--- src/rtl/cache_refill_ctrl_pkg.sv ---
// Shared constants and state encoding for the cache refill/writeback controller.
package cache_refill_ctrl_pkg;

    localparam int LINE_WORDS = 16;
    localparam int WORD_W     = 32;
    localparam int ADDR_W     = 32;
    localparam int LINE_W     = LINE_WORDS * WORD_W;
    localparam int CNT_W      = $clog2(LINE_WORDS);

    // Reset is asserted when rst equals this value.
    localparam logic RstEnable = 1'b0;

    typedef enum logic [2:0] {
        ST_IDLE,
        ST_WB,
        ST_FIN,
        ST_RD,
        ST_FILL
    } state_t;

endpackage

--- src/rtl/cache_refill_ctrl.sv ---
// Serialises victim writebacks and line refills into single-word beats on a
// 32-bit memory bus; one optional writeback phase precedes every read phase.
module cache_refill_ctrl
    import cache_refill_ctrl_pkg::*;
(
    input  logic              clk,
    input  logic              rst,
    input  logic              miss,
    input  logic [ADDR_W-1:0] miss_addr,
    output logic              accept,
    input  logic              wen_back,
    input  logic [ADDR_W-1:0] waddr,
    input  logic [LINE_W-1:0] wback,
    output logic              fin,
    output logic              wen_fill,
    output logic [LINE_W-1:0] wfill,
    output logic              mem_req,
    output logic              mem_we,
    output logic [ADDR_W-1:0] mem_addr,
    output logic [WORD_W-1:0] mem_wdata,
    input  logic              mem_ready,
    input  logic [WORD_W-1:0] mem_rdata
);

    state_t              state_reg, state_next;
    logic                accept_reg, accept_next;
    logic [CNT_W-1:0]    cnt_reg, cnt_next;
    logic [ADDR_W-1:0]   rd_base_reg, rd_base_next;
    logic [ADDR_W-1:0]   wb_base_reg, wb_base_next;
    logic [LINE_W-1:0]   wb_line_reg, wb_line_next;
    logic [LINE_W-1:0]   wfill_reg, wfill_next;
    logic [ADDR_W-1:0]   beat_offset;
    logic                last_beat;

    assign beat_offset = ADDR_W'(cnt_reg) << 2;
    assign last_beat   = (cnt_reg == CNT_W'(LINE_WORDS - 1));

    always_ff @(posedge clk) begin
        if (rst == RstEnable) begin
            state_reg   <= ST_IDLE;
            accept_reg  <= 1'b0;
            cnt_reg     <= '0;
            rd_base_reg <= '0;
            wb_base_reg <= '0;
            wb_line_reg <= '0;
            wfill_reg   <= '0;
        end else begin
            state_reg   <= state_next;
            accept_reg  <= accept_next;
            cnt_reg     <= cnt_next;
            rd_base_reg <= rd_base_next;
            wb_base_reg <= wb_base_next;
            wb_line_reg <= wb_line_next;
            wfill_reg   <= wfill_next;
        end
    end

    always_comb begin
        state_next   = state_reg;
        accept_next  = 1'b0;
        cnt_next     = cnt_reg;
        rd_base_next = rd_base_reg;
        wb_base_next = wb_base_reg;
        wb_line_next = wb_line_reg;
        wfill_next   = wfill_reg;
        mem_req      = 1'b0;
        mem_we       = 1'b0;
        mem_addr     = '0;
        mem_wdata    = '0;
        fin          = 1'b0;
        wen_fill     = 1'b0;

        case (state_reg)
            ST_IDLE: begin
                // wen_back only counts when it arrives together with a miss
                if (miss) begin
                    rd_base_next = miss_addr;
                    accept_next  = 1'b1;
                    if (wen_back) begin
                        wb_base_next = waddr;
                        wb_line_next = wback;
                        state_next   = ST_WB;
                    end else begin
                        state_next   = ST_RD;
                    end
                end
            end
            ST_WB: begin
                mem_req   = 1'b1;
                mem_we    = 1'b1;
                mem_addr  = wb_base_reg + beat_offset;
                mem_wdata = wb_line_reg[cnt_reg*WORD_W +: WORD_W];
                if (mem_ready) begin
                    cnt_next = cnt_reg + 1'b1;
                    if (last_beat) begin
                        state_next = ST_FIN;
                    end
                end
            end
            ST_FIN: begin
                fin        = 1'b1;
                state_next = ST_RD;
            end
            ST_RD: begin
                mem_req  = 1'b1;
                mem_addr = rd_base_reg + beat_offset;
                if (mem_ready) begin
                    wfill_next[cnt_reg*WORD_W +: WORD_W] = mem_rdata;
                    cnt_next = cnt_reg + 1'b1;
                    if (last_beat) begin
                        state_next = ST_FILL;
                    end
                end
            end
            ST_FILL: begin
                wen_fill   = 1'b1;
                state_next = ST_IDLE;
            end
            default: begin
                state_next = ST_IDLE;
            end
        endcase
    end

    assign accept = accept_reg;
    assign wfill  = wfill_reg;

endmodule

--- config.mk ---
export PLATFORM = sky130hd
export DESIGN_NAME = cache_refill_ctrl
export DESIGN_NICKNAME = d
export VERILOG_FILES = /design/src/rtl/cache_refill_ctrl_pkg.sv /design/src/rtl/cache_refill_ctrl.sv
export SDC_FILE = /design/constraint.sdc
export NUM_CORES = 2
export LEC_CHECK = 0
export BUFFER_PORTS_ARGS = -buffer_cell sky130_fd_sc_hd__buf_2
export CORE_AREA = 2 2 463 465
export CTS_BUF_LIST = sky130_fd_sc_hd__clkbuf_2 sky130_fd_sc_hd__clkbuf_4 sky130_fd_sc_hd__clkbuf_8
export CTS_CLUSTER_SIZE = 14
export DETAILED_ROUTE_END_ITERATION = 10
export DIE_AREA = 0 0 465 467
export SYNTH_ARGS = -nofsm -noshare
export SYNTH_HDL_FRONTEND = slang
export SYNTH_SLANG_ARGS = --single-unit
--- constraint.sdc ---
create_clock -name clk -period 10.5 [get_ports clk]
set_clock_uncertainty 0.2 [all_clocks]
set_input_delay 1.575 -clock clk [delete_from_list [all_inputs] [get_ports clk]]
set_output_delay 1.575 -clock clk [all_outputs]
set_load 0.01 [all_outputs]
==> reports/results.md <==
| Result | Reported | Unit |
|:---|:---|:---|
| Status | complete, no violations | - |
| Insertion delay of the later-clocked pin in the worst-skew pair | 910 | ps |
| Most instantiated cells after synthesis | 1760 x nand2_1, 1096 x dfxtp_1, 627 x a21boi_0 | - |
| CTS sink count | 1096 | - |
| Die outline area | 217000 | µm² |
| Worst setup slack before clock tree synthesis | 5070 | ps |
| Worst hold path cell count | 2 | - |
| Core region area | 212000 | µm² |
| DR iter-0 viols | 3443 | - |
| R2R Path End | wfill[220]$_SDFFE_PN0P_ | - |
| Switching power as a share of total power | 26.8 | % |
| Area share of the leading cell type in the synthesized netlist | 45.9 | % |
| CTS tree | done | - |
| Fraction of registers with async set or reset after synthesis | 0 | % |
| Total routed wirelength | 226 | mm |
| Routed wirelength normalized by instance count | 24.1 | µm |
| RSZ-0062 raised after global routing | no | - |
| Cell type contributing the most total cell area after synthesis | dfxtp_1 | - |
| Cell internal power dissipation | 0.00695 | W |
| Hold-fix buffer count after cts | 0 | - |
| Global route overflow | 0 | - |
| EDFF count, synth | 0 | - |
| Total half-perimeter wirelength after legalization and detailed placement | 170 | mm |
| First-pass GRT wire length | 311 | mm |
| CP dominant cell by count | mux4_2 | - |
| Leading cell type by number of instances after synthesis | nand2_1 | - |
| Critical setup path kind | reg -> out | - |
| Maximum clock insertion buffer count | 3 | - |
| Depth of the most critical reg-to-reg path | 9 | - |
| Critical Path Fanout Max | 79 | - |
| Crit-path cells | buf_12 -> buf_4 -> mux4_2 -> mux4_2 -> and2_1 -> buf_2 | - |
| Least setup slack across all paths after layout | 4190 | ps |
| Clock power share | 45.7 | % |
| Number of buffers added by the clock tree synthesis step | 193 | - |
| Required @ worst endpoint | 8730 | ps |
| Placer's final routability congestion estimate | 0.937 | - |
| FF+latch count, synth | 1096 | - |
| Register-to-register setup slack | 5470 | ps |
| Drt drc | 0 | - |
| Fin nets | 6954 | - |
| Synthesized Nets | 6000 | - |
| Share of post-route cells with drive strength above 1 | 27.7 | % |
| Per-instance average area after synthesis | 8.89 | µm² |
| Type of the worst min-delay path | reg -> reg | - |
| Tightest Pin Transition | 1270 | ps |
| Finished Layout Cells | 9376 | - |
| Maximum number of pins on one net before global-route repair | 216 | - |
| Min cycle time layout | 6310 | ps |
| Die width | 465 | µm |
| Post-CTS repair timing setup buffer count | 0 | - |
| Input/output buffers | 1193 | - |
| Sequential Area | 22000 | µm² |
| Share of the cycle needed by the critical path after routing | 60.1 | % |
| Final Slew Violations | 0 | - |
| Count of boundary I/O pins | 1194 | - |
| Number of H-tree levels | 4 | - |
| Endpoint arrival time on the critical path | 4540 | ps |
| Warning count from the yosys run | 0 | - |
| Final setup viols | 0 | - |
| Count of vias placed by the detailed router | 43700 | - |
| Maximum achievable frequency | 0.158 | GHz |
| Relative contribution of sequential cells to total power | 45.6 | % |
| Number of instances in the synthesized netlist | 5378 | - |
| Slowest stage delay, CP | 770 | ps |
| CTS Root Cell | clkbuf_8 | - |
| Global-route usage over all layers | 19.9 | % |
| Number of cells upsized or downsized after cts | 0 | - |
| Area of the multi-input gates | 23700 | µm² |
| Critical hold path startpoint | wfill[492]$_SDFFE_PN0P_ | - |
| Post-Syn Area | 47800 | µm² |
| Combinational fraction of design power | 8.7 | % |
| Antenna violations before repair | 92 | - |
| Setup crit end kind | output port | - |
| Startpoint type of the worst setup path | register | - |
| Max-slew headroom | 15.1 | % |
| Worst flop-to-flop path startpoint | cnt_reg[0]$_SDFFE_PN0P_ | - |
| Total design power | 0.00949 | W |
| Aggregate negative setup slack | 0 | ps |
| Net load switching power | 0.00254 | W |
| Instance count after placement with tap cells included | 8958 | - |
| Reported leakage power | 24.0 | nW |
| Pwr Density | 158 | nW/µm² |
| Worst vdd ir | 112 | µV |
| Mean number of vias per cell | 4.66 | - |
| Filler instances | 22700 | - |
| ANT nets after route | 0 | - |
| Flip-flop cell with the highest count after synthesis | dfxtp_1 | - |
| Standard cell with the maximum stage delay on the critical path | dfxtp_4 | - |
| Fraction of the yosys area taken by sequential cells | 45.9 | % |
| Die Ht | 467 | µm |
| Maximum Capacitance Violations | 0 | - |
| Layout area overhead | 25.8 | % |
| # rows | 169 | - |
| Via count of the first global-routing pass | 42300 | - |
| Worst Hold End | wfill[492]$_SDFFE_PN0P_ | - |
| Total iterations of the first detailed-routing run | 5 | - |
| Initial Utilization | 22.6 | % |
| Unique masters post-synth | 66 | - |
| Ranking of synthesized cells by area | dfxtp_1 46%, nand2_1 14%, a21boi_0 9.8%, mux4_2 7.5%, a21boi_1 5.2% | - |
| Number of failing hold endpoints at the final stage | 0 | - |
| Clock-pin slew on the worst setup and hold paths | 60 | ps |
## per-layer routing
layer  wire, µm  global-route usage, %  part of all wire, %
met3      16900                   4.90                  7.5
met5        267                      0                 0.12
met2     109000                   34.2                   48
met1      84300                   22.0                   37
met4      15600                   12.4                  6.9
## placed cells by master (no fill, tap or decap), drive strengths merged, types with 3 or more instances in the layout
| cell type | netlist | layout |
|---|---|---|
| a21boi | 961 | 961 |
| and2 | 110 | 110 |
| mux4 | 160 | 160 |
| buf | 185 | 1248 |
| and4 | 3 | 3 |
| xnor2 | 17 | 17 |
| mux2i | 151 | 151 |
| a31oi | 4 | 4 |
| a21o | 4 | 4 |
| and3 | 42 | 42 |
| inv | 6 | 14 |
| a211oi | 3 | 3 |
| ha | 8 | 8 |
| diode | 0 | 82 |
| nor3 | 12 | 12 |
| nor2b | 131 | 131 |
| nor3b | 11 | 11 |
| o21ai | 8 | 8 |
| clkbuf | 304 | 300 |
| a21oi | 10 | 10 |
| nand3 | 227 | 227 |
| nand2b | 7 | 7 |
| nand2 | 1760 | 1760 |
| mux2 | 8 | 8 |
| nor2 | 55 | 55 |
| o2111ai | 3 | 3 |
| clkinv | 0 | 22 |
| nor4b | 3 | 3 |
| clkinvlp | 0 | 3 |
| nand4 | 52 | 52 |
| o211ai | 4 | 4 |
| bufinv | 0 | 3 |
| dfxtp | 1096 | 1096 |
| nand3b | 3 | 3 |
## per-stage QoR
step                      hold WS [ps]  area (µm²)  utilization [%]
after floorplan                    232       47800                -
after global placement             237       55700             26.3
after detailed placement           242       55700             26.3
after CTS                          250       59900             28.3
after global routing               266       60100             28.4
final                              247       60100             28.4
## critical path: cells and delay by family (launching register included)
family / cells / cell delay, ps
buffers and inverters: 3 / 1300
flip-flops: 1 / 770
multiplexers: 2 / 1100
AND/OR/NAND/NOR: 1 / 220
## cell type report
cell class                      instances  share of cell area (%)
Tap cell                             2821                    5.87
Clock inverter                         36                   0.753
Clock buffer                          300                    6.29
Multi-Input combinational cell       3787                    39.4
Antenna cell                           82                   0.341
Timing Repair Buffer                 1248                    10.8
Inverter                                6                  0.0375
Sequential cell                      1096                    36.5
## cell families (layout without fill, tap and decap cells)
group / count (synthesis) / after routing / share of synthesized area [%]
AOI/OAI and AO/OA: 1010 / 1010 / 15.8
xor gates and xnor gates: 19 / 19 / 0.348
adders and majority gates: 9 / 9 / 0.251
buffers and inverters: 495 / 1590 / 4.81
DFF: 1096 / 1096 / 45.9
muxes: 319 / 319 / 10.9
other: 0 / 82 / 0
and+or+nand+nor: 2430 / 2430 / 22.0
## power groups by stage
stage	Combinational, W	Clock (W)	Sequential, W
6_report	0.000829	0.00433	0.00433
5_1_grt	0.000886	0.00461	0.00433
4_1_cts	0.000839	0.00443	0.00432
3_5_place_dp	0.000836	0	0.00441
3_3_place_gp	0.000828	0	0.00441
2_1_floorplan	0.000463	0	0.00438
## worst max-delay path by stage
stage	startpoint	endpoint	slack [ps]	depth (start not counted)
6_report	cnt_reg[0]$_SDFFE_PN0P_	mem_wdata[21]	4190	6
3_3_place_gp	cnt_reg[0]$_SDFFE_PN0P_	mem_wdata[21]	5110	6
4_1_cts	cnt_reg[0]$_SDFFE_PN0P_	mem_wdata[21]	3980	6
5_1_grt	cnt_reg[0]$_SDFFE_PN0P_	mem_wdata[21]	3860	6
3_5_place_dp	cnt_reg[0]$_SDFFE_PN0P_	mem_wdata[21]	5070	6
2_1_floorplan	state_reg[2]$_SDFFE_PN0P_	mem_addr[20]	5730	14
No activity file was read; power rests on OpenSTA's default activity.
